## src/rtl/fib_loop_monitor.sv

```systemverilog
// In-design checker for the bounded increment loop stage: watches i/n/k every clock,
// enforces the loop invariants and reports termination or a sticky failure cause.
module fib_loop_monitor #(
   parameter int WIDTH   = 11,
   parameter int STEP    = 50,
   parameter int TIMEOUT = 2047
) (
   input  logic             clk,
   input  logic             rst,
   input  logic             enable,
   input  logic [WIDTH-1:0] i_in,
   input  logic [WIDTH-1:0] n_in,
   input  logic [WIDTH-1:0] k_in,
   output logic             busy,
   output logic             done,
   output logic             fail,
   output logic [2:0]       fail_code,
   output logic [WIDTH-1:0] steps,
   output logic [WIDTH-1:0] k_final,
   output logic             prop_ok
);

   typedef enum logic [2:0] {S_IDLE, S_ARMED, S_RUN, S_DONE, S_FAIL} state_t;

   localparam logic [WIDTH-1:0] L_STEP    = WIDTH'(STEP);
   localparam logic [WIDTH-1:0] L_TIMEOUT = WIDTH'(TIMEOUT);

   state_t           r_state;
   logic             r_busy, r_done, r_fail, r_prop_ok;
   logic [2:0]       r_fail_code;
   logic [WIDTH-1:0] r_steps, r_k_final, r_n_ref, r_i_prev, r_k_exp, r_timer;

   logic [WIDTH-1:0] w_i_inc, w_k_step, w_timer_inc;
   logic             w_is_inc, w_is_hold, w_k_ok, w_term;
   logic [2:0]       w_check_code, w_code;

   assign w_i_inc     = r_i_prev + WIDTH'(1);
   assign w_k_step    = r_k_exp + L_STEP;
   assign w_timer_inc = r_timer + WIDTH'(1);
   assign w_is_inc    = (i_in == w_i_inc);
   assign w_is_hold   = (i_in == r_i_prev);
   assign w_k_ok      = w_is_inc ? (k_in == w_k_step) : (k_in == r_k_exp);
   assign w_term      = (w_check_code == 3'd0) && (i_in == r_n_ref);

   // Sample checks in priority order; a terminating sample masks the timeout.
   always_comb begin
      w_check_code = 3'd0;
      if (!w_is_inc && !w_is_hold)
         w_check_code = 3'd1;
      else if (n_in != r_n_ref)
         w_check_code = 3'd2;
      else if (!w_k_ok)
         w_check_code = 3'd3;
      else if (i_in > r_n_ref)
         w_check_code = 3'd4;

      w_code = w_check_code;
      if (w_check_code == 3'd0 && !w_term && w_timer_inc == L_TIMEOUT)
         w_code = 3'd5;
   end

   always_ff @(posedge clk or negedge rst) begin
      if (!rst) begin
         r_state     <= S_IDLE;
         r_busy      <= 1'b0;
         r_done      <= 1'b0;
         r_fail      <= 1'b0;
         r_prop_ok   <= 1'b0;
         r_fail_code <= 3'd0;
         r_steps     <= '0;
         r_k_final   <= '0;
         r_n_ref     <= '0;
         r_i_prev    <= '0;
         r_k_exp     <= '0;
         r_timer     <= '0;
      end else if (!enable) begin
         r_state     <= S_IDLE;
         r_busy      <= 1'b0;
         r_done      <= 1'b0;
         r_fail      <= 1'b0;
         r_prop_ok   <= 1'b0;
         r_fail_code <= 3'd0;
         r_steps     <= '0;
         r_k_final   <= '0;
         r_n_ref     <= '0;
         r_i_prev    <= '0;
         r_k_exp     <= '0;
         r_timer     <= '0;
      end else begin
         case (r_state)
            S_IDLE: begin
               r_state <= S_ARMED;
               r_busy  <= 1'b1;
            end
            S_ARMED: begin
               r_n_ref  <= n_in;
               r_i_prev <= i_in;
               r_k_exp  <= k_in;
               r_steps  <= '0;
               r_timer  <= '0;
               if (i_in != '0 || k_in != '0) begin
                  r_state     <= S_FAIL;
                  r_busy      <= 1'b0;
                  r_fail      <= 1'b1;
                  r_fail_code <= 3'd6;
               end else if (n_in == '0) begin
                  r_state   <= S_DONE;
                  r_busy    <= 1'b0;
                  r_done    <= 1'b1;
                  r_k_final <= '0;
                  r_prop_ok <= 1'b0;
               end else begin
                  r_state <= S_RUN;
               end
            end
            S_RUN: begin
               r_timer <= w_timer_inc;
               if (w_code != 3'd0) begin
                  r_state     <= S_FAIL;
                  r_busy      <= 1'b0;
                  r_fail      <= 1'b1;
                  r_fail_code <= w_code;
               end else begin
                  if (w_is_inc) begin
                     r_i_prev <= i_in;
                     r_k_exp  <= w_k_step;
                     r_steps  <= r_steps + WIDTH'(1);
                  end
                  if (w_term) begin
                     r_state   <= S_DONE;
                     r_busy    <= 1'b0;
                     r_done    <= 1'b1;
                     r_k_final <= k_in;
                     r_prop_ok <= (k_in > r_n_ref);
                  end
               end
            end
            S_DONE, S_FAIL: begin
               r_state <= r_state;
            end
            default: begin
               r_state <= S_IDLE;
               r_busy  <= 1'b0;
            end
         endcase
      end
   end

   assign busy      = r_busy;
   assign done      = r_done;
   assign fail      = r_fail;
   assign fail_code = r_fail_code;
   assign steps     = r_steps;
   assign k_final   = r_k_final;
   assign prop_ok   = r_prop_ok;

endmodule

```

## config.mk

```make
export PLATFORM = sky130hd
export DESIGN_NAME = fib_loop_monitor
export DESIGN_NICKNAME = d
export VERILOG_FILES = /design/src/rtl/fib_loop_monitor.sv
export SDC_FILE = /design/constraint.sdc
export NUM_CORES = 1
export LEC_CHECK = 0
export CAP_MARGIN = 20
export CORE_MARGIN = 1
export CORE_UTILIZATION = 60
export DETAILED_ROUTE_END_ITERATION = 8
export PLACE_DENSITY_LB_ADDON = 0.08
export SLEW_MARGIN = 20
export SYNTH_ARGS = -nofsm -noshare
export SYNTH_HDL_FRONTEND = slang
export SYNTH_SLANG_ARGS = --single-unit
```

## constraint.sdc

```tcl
create_clock -name clk -period 5.5 [get_ports clk]
set_input_delay 0.825 -clock clk [delete_from_list [all_inputs] [get_ports clk]]
set_output_delay 0.825 -clock clk [all_outputs]
set_load 0.02 [all_outputs]
```

======== Yosys cells after proc, flatten, opt, wreduce, memory -nomap -nowiden ========
Cells that the tools add are included.
word-level totals
  bits in registers ....................... 76
  latch bits .............................. 0
  bits in writable memories ............... 0
  ROM bits ................................ 0
  input port bits ......................... 36
  output and inout bits ................... 29
  logic and storage cells ................. 120
  memories kept ........................... 0
operators by class
  add/sub/neg operators ................... 4
  multiply operators ...................... 0
  div/mod/pow operators ................... 0
  magnitude comparators ................... 2
  eq/ne operators ......................... 23
  shifts and indexed selects .............. 0
  mux-type cells .......................... 59
  bitwise gates (word level) .............. 0
  reductions and logical operators ........ 20
operators with widths
  cell                   number
  $mux 11                17
  $pmux 11 s2            5
  $eq 11x11->1           5
  $mux 3                 12
  $add 11x1->11 const B  3
  $gt 11x11->1           2
  $reduce_bool 11->1     2
  $ne 3x3->1 const B     7
  $mux 1                 19
  $pmux 3 s4             1
  $add 11x6->11 const B  1
  $eq 11x11->1 const B   1
  $logic_not 11->1       1
  $ne 11x11->1           1
  $reduce_and 3->1       3
  $ne 4x4->1 const B     2
  $eq 3x2->1 const B     2
  $logic_not 3->1        2
  $pmux 1 s2             3
  $pmux 3 s2             1
  $reduce_and 5->1       1
  $logic_and 1x1->1      4
  $pmux 1 s4             1
  $eq 3x1->1 const B     1
  9 further kinds        11

======== Depth between registers and ports, before layout ========
  word-level depth ........................ 16
  gate-level depth with buffers ........... 14

======== Worst setup path after synthesis ========
OpenSTA, ideal clock, no wires.
  kind .................................... input to register
  from .................................... input port i_in[8]
  to ...................................... register r_steps[2], in the netlist steps[2]
  setup time .............................. 0.081 ns
  data arrival time ....................... 2.986 ns
  path slack .............................. 2.433 ns
  cell stages on the path ................. 12
  buffers on the path ..................... 2
  path through ............................ ha_1 nand4_1 nor4_1 inv_1 nand4_1 nor4b_1 nor2_1 a31oi_4 buf_6 buf_6 or3_1 a21oi_1
on the way
  word-level cells in the longest chain between the ends .. 14
ends and longest elaborated chain
  element                                              line    source
  start: declaration                                   11      input logic [WIDTH-1:0] i_in,
  $gt 11x11->1 / $eq 11x11->1 (equally long branches)  54, 40
  $mux 3 / $mux 1 (equally long branches)              54, 42
  $mux 3                                               52      else if (!w_k_ok)
  $mux 3                                               50      else if (n_in != r_n_ref)
  $mux 3                                               48      if (!w_is_inc && !w_is_hold)
  $logic_not 3->1                                      43, 58
  $logic_and 1x1->1                                    43      assign w_term = (w_check_code == 3'd0) && (i_in == r_n_ref);
  $logic_not 1->1                                      58      if (w_check_code == 3'd0 && !w_term && w_timer_inc == L_TIMEOUT)
  $logic_and 1x1->1 (2 in a row)                       58
  $mux 3                                               58
  $reduce_bool 3->1                                    118     if (w_code != 3'd0) begin
  $ne 3x3->1 (no source line)                          --
  $reduce_and 3->1 (no source line) (*)                --
  end signal: assignment                               127     r_steps <= r_steps + WIDTH'(1);
  end: declaration                                     31      logic [WIDTH-1:0] r_steps, r_k_final, r_n_ref, r_i_prev, r_k_exp, r_timer;
Every way passes the cells marked *; elsewhere a longest branch is shown, timed or not.
A chain may end at the register's enable or synchronous reset.

======== Final worst setup path ========
  from .................................... input port i_in[7]
  to ...................................... register r_k_final[9], in the netlist k_final[9]
on the way
  word-level cells in the longest chain between the ends .. 14
ends and longest elaborated chain
  element                                              line    source
  $gt 11x11->1 / $eq 11x11->1 (equally long branches)  54, 40
  $mux 3 / $mux 1 (equally long branches)              54, 42
  $mux 3                                               52
  $mux 3                                               50
  $mux 3                                               48
  $logic_not 3->1                                      43, 58
  $logic_and 1x1->1                                    43
  $logic_not 1->1                                      58
  $logic_and 1x1->1 (2 in a row)                       58
  $mux 3                                               58
  $reduce_bool 3->1                                    118
  $ne 3x3->1 (no source line)                          --
  $reduce_and 5->1 (no source line) (*)                --
  end signal: assignment                               133     r_k_final <= k_in;
  end: declaration                                     31
Marks and branches as above.

==> flow_summary.toml <==
[power]
power_leakage_nw = 2.43
pwr-share-seq_pct = 42.4
p_comb_share_pct = 17.7
power_per_cell_area_nw_per_um2 = 235
netSwitchingFraction_pct = 28.4
p_sw_uw = 412
internal-power_mw = 1.04
vdd_drop_max_mv = 0.150
pwr-share-clk_pct = 39.9

[placed_design]
globalplace.congestion = 0.966
post-place-cells = 764
dpl_cell_area_um2 = 5880
detailed_place_hpwl_mm = 9.84
buffer_ports.inserted = 64

[synth]
ys_types = 61
synth.cells.most_frequent = "94 x sky130_fd_sc_hd__nand2_1, 76 x sky130_fd_sc_hd__dfrtp_1, 38 x sky130_fd_sc_hd__nor2_1"
postSynthCellCount = 624
syn_avg_cell_area_um2 = 8.42
ys_ff_latch = 76
synthMostInstantiatedCell = "sky130_fd_sc_hd__nand2_1"
synth_nets = 687
synthTopCellsByArea = "sky130_fd_sc_hd__dfrtp_1 36%, sky130_fd_sc_hd__nand2_1 6.7%, sky130_fd_sc_hd__ha_1 6.4%, sky130_fd_sc_hd__xnor2_1 4.8%, sky130_fd_sc_hd__xor2_1 3.8%"
synth_area_um2 = 5250
synth_edf_count = 0
yosys.area.top_type = "sky130_fd_sc_hd__dfrtp_1"
asyncSetResetFlopFracSynth_pct = 100
synth_top_flop_cell = "sky130_fd_sc_hd__dfrtp_1"
register_area_share_after_synthesis_pct = 36.2
synth_top_area_share_pct = 36.2
yosys_warnings = 0

[detailed_routing]
post_drt_via_cell_ratio = 6.29
route.detailed.wl_per_inst_um = 18.1
postRouteAntennaNets = 0
first_iter_violations = 396
detail_route.wirelength_mm = 14.1
dr.pass1.iters = 5
routed-via-count = 4916
final_routed_drc_violation_total = 0

[critical_path]
rrSetupSlack_ns = 1.98
critical_path_class = "in -> reg"
reg2reg_depth = 11
worst_setup_path_end_kind = "flop"
r2r_start = "r_n_ref[6]$_DFFE_PN0P_"
r2r_end = "k_final[9]$_DFFE_PN0P_"
crit_path_max_fanout = 11
cp_launch_type = "input pin"
worst-endpoint-required_ns = 5.70
critical_path_arrival_ns = 4.36

[grt]
grt_pass1_wl_mm = 22.3
grt_pass1_vias = 4457
grt_start_max_net_pins = 77
overflow = 0
antenna_found_initial = 0
grt.total_usage_pct = 32.0

[sta]
post-route-period-util_pct = 75.5
setup_viol = 0
timing.clock.skew_ns = 0.0111
relSlewSlack_pct = 45.7
finalWorstPathRequiredPeriod_ns = 4.15
finalHoldViolCount = 0
grt_setup_unrepaired = "no"
timing_max_transition_violations_final = 0
timing.fmax_ghz = 0.241
final_sum_of_negative_setup_slack_ns = 0
max_slew.worst_pin.slew_ns = 0.811

[layout]
insertedDiodeCount = 0
final_design_area_no_fill_um2 = 6180
finish.cell_count_without_fillers = 781
area_growth_pct = 17.7
final_net_count = 734
drive_above_1_share_pct = 4.88
fillers = 676

[outcome]
outcome = "completed"

[hold_path]
holdCritPathClass = "in -> async"

[job]
cap_violations = 0

[clock_tree]
h-tree-depth = 3
clk_transition_reported_paths_ns = 0.09
holdBufCountCts = 0
tritoncts.num_buffers = 9
clockRootBuffer = "sky130_fd_sc_hd__clkbuf_8"
total_of_cells_resized_after_clock_tree_synthesis = 0
cts.repair_timing.setup_buffer_count = 0
clock_tree_from_tritoncts = "built"
cts_max_path_buffers = 2
clock_sink_count = 76
insertion_delay_ns = 0.36

[floorplan]
fp.coreArea_um2 = 8340
floorplan.initialDensity_pct = 63.0
design.die.area_um2 = 9130
io_pins = 65
die-height_um = 95.6
row_count = 33
die_width_um = 95.6
-- cell type report --
class                      instances  area [um^2]  area share, %
inverter                          23         86.3           1.40
timing repair buffer              68          688           11.1
clock buffer                       9          124           2.00
sequential                        76         1900           30.8
clock inverter                     7          148           2.39
multi-input combinational        493         3100           50.2
tap                              105          131           2.13
-- worst max-delay path: stages --
cell,delay [ns]
sky130_fd_sc_hd__clkdlybuf4s50_1,0.59
sky130_fd_sc_hd__ha_1,0.39
sky130_fd_sc_hd__nand4_1,0.12
sky130_fd_sc_hd__nor4_1,0.47
sky130_fd_sc_hd__inv_1,0.19
sky130_fd_sc_hd__nand4_1,0.17
sky130_fd_sc_hd__nor4b_1,0.08
sky130_fd_sc_hd__nor2_1,0.29
sky130_fd_sc_hd__nand4_1,0.31
sky130_fd_sc_hd__nor2_1,0.71
sky130_fd_sc_hd__o2bb2ai_1,0.19
-- power groups by stage --
stage / sequential (mW) / combinational, mW / clock (mW)
after CTS: 0.616 / 0.253 / 0.588
after detailed placement: 0.627 / 0.250 / 0
after floorplan: 0.613 / 0.171 / 0
after global placement: 0.624 / 0.243 / 0
after global routing: 0.621 / 0.282 / 0.606
final: 0.617 / 0.257 / 0.581
-- state kept, by name (all words and copies together) (netlist names) --
register and count:
prop_ok 1, fail_code 3, busy 1, steps 11
r_timer 11, done 1, k_final 11, r_n_ref 11
r_k_exp 11, fail 1, r_i_prev 11, r_state 3
-- worst max path at each step --
stage	slack (ns)	to	startpoint	depth (start not counted)
4_1_cts	1.49	k_final[9]$_DFFE_PN0P_	i_in[7]	11
6_report	1.35	k_final[9]$_DFFE_PN0P_	i_in[7]	11
2_1_floorplan	2.43	steps[2]$_DFFE_PN0P_	i_in[8]	12
3_5_place_dp	1.14	k_final[9]$_DFFE_PN0P_	i_in[7]	11
5_1_grt	1.21	k_final[9]$_DFFE_PN0P_	i_in[7]	11
3_3_place_gp	1.29	k_final[9]$_DFFE_PN0P_	i_in[7]	11
-- metal layers --
layer	up-vias	global-route usage (%)	share of wire (%)
li1	2326	-	-
met1	2361	44.1	44
met2	202	50.4	47
met3	27	5.74	6.7
met4	0	11.4	2.1
met5	-	0	0
-- through the flow --
stage                     utilization (%)  power [mW]  hold WS, ns  setup slack, ns
after floorplan                         -       0.784        0.444             2.43
after global placement               70.5       0.867        0.463             1.29
after detailed placement             70.5       0.876        0.480             1.14
after CTS                            73.7        1.46        0.491             1.49
after global routing                 74.1        1.51        0.338             1.21
final                                74.1        1.45        0.331             1.35
-- cells by family (layout without fill, tap and decap cells) --
family	count (synthesis)	count (layout)	synth area share (%)
AND/OR/NAND/NOR	253	253	23.6
AO/OA/AOI/OAI	158	158	19.4
flip-flops	76	76	36.2
buffers and inverters	55	107	4.83
multiplexers	2	2	0.476
adder cells (fa/ha/maj)	27	27	6.43
XOR/XNOR	53	53	8.98
-- placed cells by master, fill, tap and decap left out, types with 3 or more instances in the layout --
cell | Yosys | routed
sky130_fd_sc_hd__nor3_1 | 13 | 12
sky130_fd_sc_hd__o2bb2ai_1 | 11 | 11
sky130_fd_sc_hd__inv_1 | 23 | 23
sky130_fd_sc_hd__xor2_1 | 23 | 23
sky130_fd_sc_hd__a31oi_1 | 5 | 5
sky130_fd_sc_hd__and2_1 | 4 | 4
sky130_fd_sc_hd__a21boi_0 | 12 | 12
sky130_fd_sc_hd__ha_1 | 27 | 27
sky130_fd_sc_hd__clkdlybuf4s50_1 | 0 | 63
sky130_fd_sc_hd__and3_1 | 5 | 5
sky130_fd_sc_hd__o21ai_0 | 32 | 32
sky130_fd_sc_hd__nand2_1 | 94 | 94
sky130_fd_sc_hd__nand3_1 | 29 | 29
sky130_fd_sc_hd__nor4_1 | 13 | 13
sky130_fd_sc_hd__dfrtp_1 | 76 | 76
sky130_fd_sc_hd__nor2b_1 | 5 | 5
sky130_fd_sc_hd__o21ai_1 | 32 | 32
sky130_fd_sc_hd__nor3b_1 | 3 | 3
sky130_fd_sc_hd__clkbuf_8 | 0 | 9
sky130_fd_sc_hd__or3_1 | 8 | 8
sky130_fd_sc_hd__a21oi_1 | 24 | 24
sky130_fd_sc_hd__nand4_1 | 18 | 18
sky130_fd_sc_hd__and4_1 | 3 | 3
sky130_fd_sc_hd__or4_1 | 4 | 4
sky130_fd_sc_hd__o211ai_1 | 6 | 6
sky130_fd_sc_hd__nand3b_1 | 5 | 5
sky130_fd_sc_hd__o21a_1 | 9 | 9
sky130_fd_sc_hd__nor2_1 | 38 | 38
sky130_fd_sc_hd__buf_4 | 1 | 4
sky130_fd_sc_hd__nand2b_1 | 5 | 5
sky130_fd_sc_hd__xnor2_1 | 29 | 29
sky130_fd_sc_hd__bufinv_16 | 0 | 4
(Power assumes the default switching activity.)
